[src/rtl/image_buf_pp.sv]
// Serial-to-parallel frame buffer for the BNN input stage: gathers INPUT_NUM pixel bits
// IN_W at a time and presents whole frames, optionally ping-ponging between two banks.
module image_buf_pp #(
    parameter int INPUT_NUM  = 784,
    parameter int IN_W       = 1,
    parameter bit DOUBLE_BUF = 1'b1
) (
    input  logic                 clk,
    input  logic                 xrst,
    input  logic                 rcv_ack,
    input  logic                 in_valid,
    input  logic [IN_W-1:0]      inputs,
    output logic                 rcv_req,
    input  logic                 snd_req,
    output logic                 snd_ack,
    output logic                 frame_valid,
    output logic [INPUT_NUM-1:0] outputs
);

    localparam int BEATS = INPUT_NUM / IN_W;
    localparam int NB    = DOUBLE_BUF ? 2 : 1;
    localparam int CW    = (BEATS > 1) ? $clog2(BEATS) : 1;
    localparam logic [CW-1:0] LAST_BEAT = CW'(BEATS - 1);

    typedef enum logic { W_IDLE, W_RCV } wstate_e;
    typedef enum logic { R_IDLE, R_SND } rstate_e;

    logic [NB-1:0][INPUT_NUM-1:0] bank_q;
    logic [NB-1:0]                full_q;
    logic                         wr_bank_q, wr_bank_d;
    logic                         rd_bank_q, rd_bank_d;
    logic [CW-1:0]                cnt_q, cnt_d;
    logic                         last_beat;
    wstate_e                      wstate_q;
    rstate_e                      rstate_q;
    logic                         snd_ack_q;

    // With a single bank the bank pointers are pinned at zero.
    assign wr_bank_d = (NB == 2) ? ~wr_bank_q : 1'b0;
    assign rd_bank_d = (NB == 2) ? ~rd_bank_q : 1'b0;
    assign last_beat = (cnt_q == LAST_BEAT);
    assign cnt_d     = last_beat ? '0 : cnt_q + 1'b1;

    assign rcv_req     = ((wstate_q == W_IDLE) && !full_q[wr_bank_q]) || (wstate_q == W_RCV);
    assign frame_valid = full_q[rd_bank_q];
    assign outputs     = bank_q[rd_bank_q];
    assign snd_ack     = snd_ack_q;

    // Full flags are shared by both FSMs, so both live in one block. A write completion
    // and a read release in the same cycle always hit different banks.
    always_ff @(posedge clk or negedge xrst) begin
        if (!xrst) begin
            bank_q    <= '0;
            full_q    <= '0;
            wr_bank_q <= 1'b0;
            rd_bank_q <= 1'b0;
            cnt_q     <= '0;
            wstate_q  <= W_IDLE;
            rstate_q  <= R_IDLE;
            snd_ack_q <= 1'b0;
        end else begin
            case (wstate_q)
                W_IDLE: begin
                    if (rcv_ack && !full_q[wr_bank_q]) begin
                        wstate_q <= W_RCV;
                        cnt_q    <= '0;
                    end
                end
                W_RCV: begin
                    if (in_valid) begin
                        bank_q[wr_bank_q][cnt_q*IN_W +: IN_W] <= inputs;
                        cnt_q <= cnt_d;
                        if (last_beat) begin
                            full_q[wr_bank_q] <= 1'b1;
                            wr_bank_q         <= wr_bank_d;
                            wstate_q          <= W_IDLE;
                        end
                    end
                end
                default: wstate_q <= W_IDLE;
            endcase

            case (rstate_q)
                R_IDLE: begin
                    if (snd_req && full_q[rd_bank_q]) begin
                        rstate_q  <= R_SND;
                        snd_ack_q <= 1'b1;
                    end
                end
                R_SND: begin
                    if (!snd_req) begin
                        rstate_q          <= R_IDLE;
                        snd_ack_q         <= 1'b0;
                        full_q[rd_bank_q] <= 1'b0;
                        rd_bank_q         <= rd_bank_d;
                    end
                end
                default: begin
                    rstate_q  <= R_IDLE;
                    snd_ack_q <= 1'b0;
                end
            endcase
        end
    end

endmodule

[config.mk]
export PLATFORM = sky130hd
export DESIGN_NAME = image_buf_pp
export DESIGN_NICKNAME = d
export VERILOG_FILES = /design/src/rtl/image_buf_pp.sv
export SDC_FILE = /design/constraint.sdc
export NUM_CORES = 2
export LEC_CHECK = 0
export ABC_CLOCK_PERIOD_IN_PS = 4200
export CORE_MARGIN = 2
export CORE_UTILIZATION = 58
export CTS_CLUSTER_SIZE = 28
export DETAILED_ROUTE_END_ITERATION = 8
export PLACE_DENSITY = 0.79
export SLEW_MARGIN = 25
export SYNTH_ARGS = -nofsm -noshare
export SYNTH_HDL_FRONTEND = slang
export SYNTH_SLANG_ARGS = --single-unit
[constraint.sdc]
create_clock -name clk -period 4.2 [get_ports clk]
set_input_delay 1.05 -clock clk [delete_from_list [all_inputs] [get_ports clk]]
set_output_delay 1.05 -clock clk [all_outputs]
set_load 0.01 [all_outputs]
==> results_tabular.tex <==
\begin{tabular}{lr}
\hline
Metric & Value \\
\hline
\multicolumn{2}{l}{\textbf{STA}} \\
\quad Number of hold violations in the final report & 0 \\
\quad Clock Skew & 32.1 ps \\
\quad Final clock period utilization by the worst path & 96.8\% \\
\quad Final hold slack & 230 ps \\
\quad Achievable Freq & around 250 MHz \\
\quad Max-slew headroom & 7.82\% \\
\quad Final setup fails & 0 \\
\quad Setup\_tns & 0 ps \\
\quad Clock period minus final worst setup slack & about 4100 ps \\
\quad Count of pins over their slew limit & 0 \\
\quad RSZ-0062 raised after global routing & false \\
\quad Least-Margin Pin Slew & 1380 ps \\
\multicolumn{2}{l}{\textbf{Synthesis}} \\
\quad Number of library cell types mapped by synthesis & 79 \\
\quad Area contributors post-synth & dfrtp\_1 51\%, mux2\_2 14\%, o41ai\_1 13\% \\
\quad Number of enable-type register cells in the synthesized netlist & 0 \\
\quad Yosys warning total & 0 \\
\quad Sequential fraction of the synthesis area & 50.8\% \\
\quad Synthesized netlist cell count & 6931 \\
\quad Total nets after synthesis & 6940 \\
\quad Async SR Flop Fraction & 100\% \\
\quad Yosys reg bits & around 1600 \\
\quad Synth area leader & dfrtp\_1 \\
\quad Synth Flop Type & dfrtp\_1 \\
\quad Netlist area before placement & 78000 um\^{}2 \\
\quad Average cell area after synthesis & 11.3 um\^{}2 \\
\quad Fraction of post-synthesis cell area in the top cell type by area & 50.8\% \\
\multicolumn{2}{l}{\textbf{Clock tree}} \\
\quad Clock transition at the registers of the reported paths & 60 ps \\
\quad Root buffer cell & clkbuf\_16 \\
\quad Maximum buffer depth of the clock tree & 3 \\
\quad CTS HTree Levels & 4 \\
\quad Clock tree from TritonCTS & done \\
\quad Number of CTS-inserted buffers & 164 \\
\quad Clock latency on the worst-skew pair & 830 ps \\
\quad CTS sink count & around 1600 \\
\multicolumn{2}{l}{\textbf{Critical path}} \\
\quad Critical Path Slowest Stage Cell & clkdlybuf4s50\_1 \\
\quad Highest fanout seen on the critical path & 32 \\
\quad CP Buf/Inv Count & 4 \\
\quad Register-to-Register Setup Slack & 150 ps \\
\quad Cell count of the worst reg-to-reg path & 9 \\
\quad Critical Path AT & between 3000 and 4000 ps \\
\quad Data required, critical path & 3150 ps \\
\quad FF-to-FF Start & cnt\_q[1] \\
\quad Worst Setup Start Kind & register \\
\quad Kind of end point of the critical path & primary output \\
\quad CP max stage delay & between 600 and 700 ps \\
\quad Cell Chain, Critical Path & buf\_12, buf\_12, buf\_12, mux2\_2, clkdlybuf4s50\_1 \\
\quad Most frequent CP cell & buf\_12 \\
\quad Startpoint-to-endpoint class of the critical path & register to primary output \\
\quad Kind of cell adding the most delay to the critical path & buffers and inverters \\
\quad FF-to-FF End & bank\_q[1401] \\
\multicolumn{2}{l}{\textbf{Status}} \\
\quad Result of the run & finished, final reports clean \\
\multicolumn{2}{l}{\textbf{Detailed routing}} \\
\quad Post-route ant nets & 0 \\
\quad Length of the first detailed-routing pass in iterations & 8 \\
\quad Detailed-route wire length per cell & 31.1 um \\
\quad Violation count after the first detailed-routing iteration & roughly 8000 \\
\quad Count of vias placed by the detailed router & 66500 \\
\quad Vias per cell & 7.26 \\
\quad WL final & 285000 um \\
\quad DRC violations left & 0 \\
\multicolumn{2}{l}{\textbf{GRT}} \\
\quad Via count of the first global-routing pass & 64900 \\
\quad Global-route wire length before repair & 422000 um \\
\quad Congestion Overflow GR & 0 \\
\quad Largest net degree at the start of global routing & 161 \\
\quad GR Util All Layers & 40.6\% \\
\quad Antenna violations before repair & 10 \\
\multicolumn{2}{l}{\textbf{Pwr}} \\
\quad Leak Pwr & 39.5 nW \\
\quad VDD IR max & 0.000416 V \\
\quad Pwr/cell area & $\sim$410 nW/um\^{}2 \\
\multicolumn{2}{l}{\textbf{Final layout}} \\
\quad \# nets final & 7263 \\
\quad Area of the multi-input gates & $\sim$35000 um\^{}2 \\
\quad Ratio of cells with drive above 1 in the final layout & between 20\% and 30\% \\
\quad Layout-stage area growth over the synthesis result & 19.4\% \\
\quad Number of fill cells in the layout & approximately 9400 \\
\quad Sequential Area & roughly 40000 um\^{}2 \\
\multicolumn{2}{l}{\textbf{Job}} \\
\quad Number of max-capacitance violations reported & 0 \\
\multicolumn{2}{l}{\textbf{Die}} \\
\quad Die area & 138000 um\^{}2 \\
\quad Height of the die & between 300 and 400 um \\
\quad Standard-cell rows & 134 \\
\quad Core region area & 133000 um\^{}2 \\
\quad X dimension of the die & 371 um \\
\quad Number of placed I/O pins & 793 \\
\quad Initial core utilization & around 58\% \\
\multicolumn{2}{l}{\textbf{Placed design}} \\
\quad Input/output buffers & 792 \\
\quad Global placement routability congestion & slightly above 0.9 \\
\quad Post-detailed-placement half-perimeter wirelength & 182000 um \\
\multicolumn{2}{l}{\textbf{Min path}} \\
\quad Hold Path Class & primary input to async pin \\
\hline
\end{tabular}
[kinds of logic (layout without fill, tap and decap cells)]
kind of cell	count (synthesis)	in the layout	share of synthesized area [%]
compound gates	2695	2695	23.8
flops	1585	1585	50.8
mux	1046	1046	15.1
buf+inv	921	1378	5.19
simple gates	678	678	4.98
fa+ha+maj	3	3	0.0481
xor+xnor	3	3	0.0433
other cells	0	4	0
[routing by layer]
| layer | up-vias | routed length (um) | track usage [%] |
|---|---|---|---|
| li1 | 27700 | - | - |
| met1 | 33700 | 105000 | 52.8 |
| met2 | 4213 | 126000 | 60.4 |
| met3 | 883 | 34800 | 12.3 |
| met4 | 12 | 18800 | 23.6 |
| met5 | - | 94 | 0 |
[area by class of cell]
class | count | share of cell area [%]
Sequential cell | 1585 | 42.6
Multi-Input combinational cell | 4425 | 37.2
Timing Repair Buffer | 1071 | 11.8
Clock buffer | 246 | 5.26
Tap cell | 1768 | 2.37
Clock inverter | 54 | 0.756
Inverter | 7 | 0.0282
Antenna cell | 4 | 0.0107
[synth_stat cells, types with 6 or more instances]
cell type	count
and2_1	7
o21ai_1	23
o41ai_2	6
o21ai_0	1303
or2_2	6
nor2_1	87
mux2_1	88
clkbuf_1	637
buf_4	11
a21oi_2	7
nand3_4	28
nand2_1	255
and3_1	9
inv_1	7
o41ai_1	1175
nor3_2	20
buf_2	189
nand4_1	24
buf_6	33
nand3_1	75
nand4_4	9
nor3_1	62
nor2b_1	10
a21oi_1	9
nor2_2	10
or3_1	23
nand3_2	11
nand2_2	13
dfrtp_1	1585
o31ai_1	136
buf_1	39
mux2_2	956
[cell usage in the layout (no fill, tap or decap), drive strengths merged, types with 8 or more instances in the layout]
cell type	netlist	final
nand3	114	114
o21ai	1329	1329
dfrtp	1585	1585
nor3	82	82
o41ai	1182	1182
and2	8	8
clkdlybuf4s50	0	791
inv	7	14
nand4	34	34
nor2b	10	10
and3	9	9
or3	25	25
a21oi	18	18
nor2	97	97
o31ai	137	137
buf	277	280
mux2	1044	1044
bufinv	0	10
nand2	274	274
clkbuf	637	246
clkinv	0	34
[where the power goes]
part	switching [W]	leakage [nW]	internal, W	total (W)
clock	0.00649	2.76	0.00874	0.0152
sequential	0.0000304	22.1	0.0153	0.0153
combinational	0.00604	14.6	0.00148	0.00752
[registers in the layout (all words and copies together), names as in the netlist]
register / count
bank_q: 1568
cnt_q: 10
full_q: 2
rd_bank_q: 1
rstate_q: 1
snd_ack: 1
wr_bank_q: 1
wstate_q: 1
[worst max path at each step]
stage / start / cells after the start / end / slack, ps
CTS: rd_bank_q / 4 / outputs[711] / 0.3
global placement: in_valid / 8 / bank_q[689] / 310
detailed placement: in_valid / 8 / bank_q[689] / 260
global route: cnt_q[1] / 9 / bank_q[1401] / 20
floorplan: cnt_q[5] / 13 / bank_q[824] / 940
finish: rd_bank_q / 5 / outputs[580] / 130
[metrics by stage]
stage                     total power [W]  setup slack (ps)  instance area, um^2  instances  utilization [%]
final                              0.0381               134                93200       9160             69.8
after global routing               0.0390              18.9                93200       9159             69.8
after CTS                          0.0379             0.340                93100       9150             69.7
after detailed placement           0.0228               257                87500       8849             65.5
after global placement             0.0227               309                87400       8849             65.5
after floorplan                    0.0200               936                78000       6931                -
[what timing repair did]
| item | CTS | global route |
|---|---|---|
| resized for setup | 1 | 0 |
| hold buffers | 0 | 0 |
| endpoints found under the hold margin | 0 | 0 |
| buffers inserted | 1 | 6 |
| setup endpoints to repair | 196 | 67 |
[worst reg2reg max path: cells and delay by family, from the launching register on]
| family | cells | cell delay, ps |
|---|---|---|
| and+or+nand+nor | 3 | 1740 |
| AOI/OAI and AO/OA | 3 | 950 |
| DFF | 1 | 500 |
| buffers and inverters | 2 | 400 |
| adders and majority gates | 1 | 290 |
Note: power is estimated with default switching activity, not from simulation.
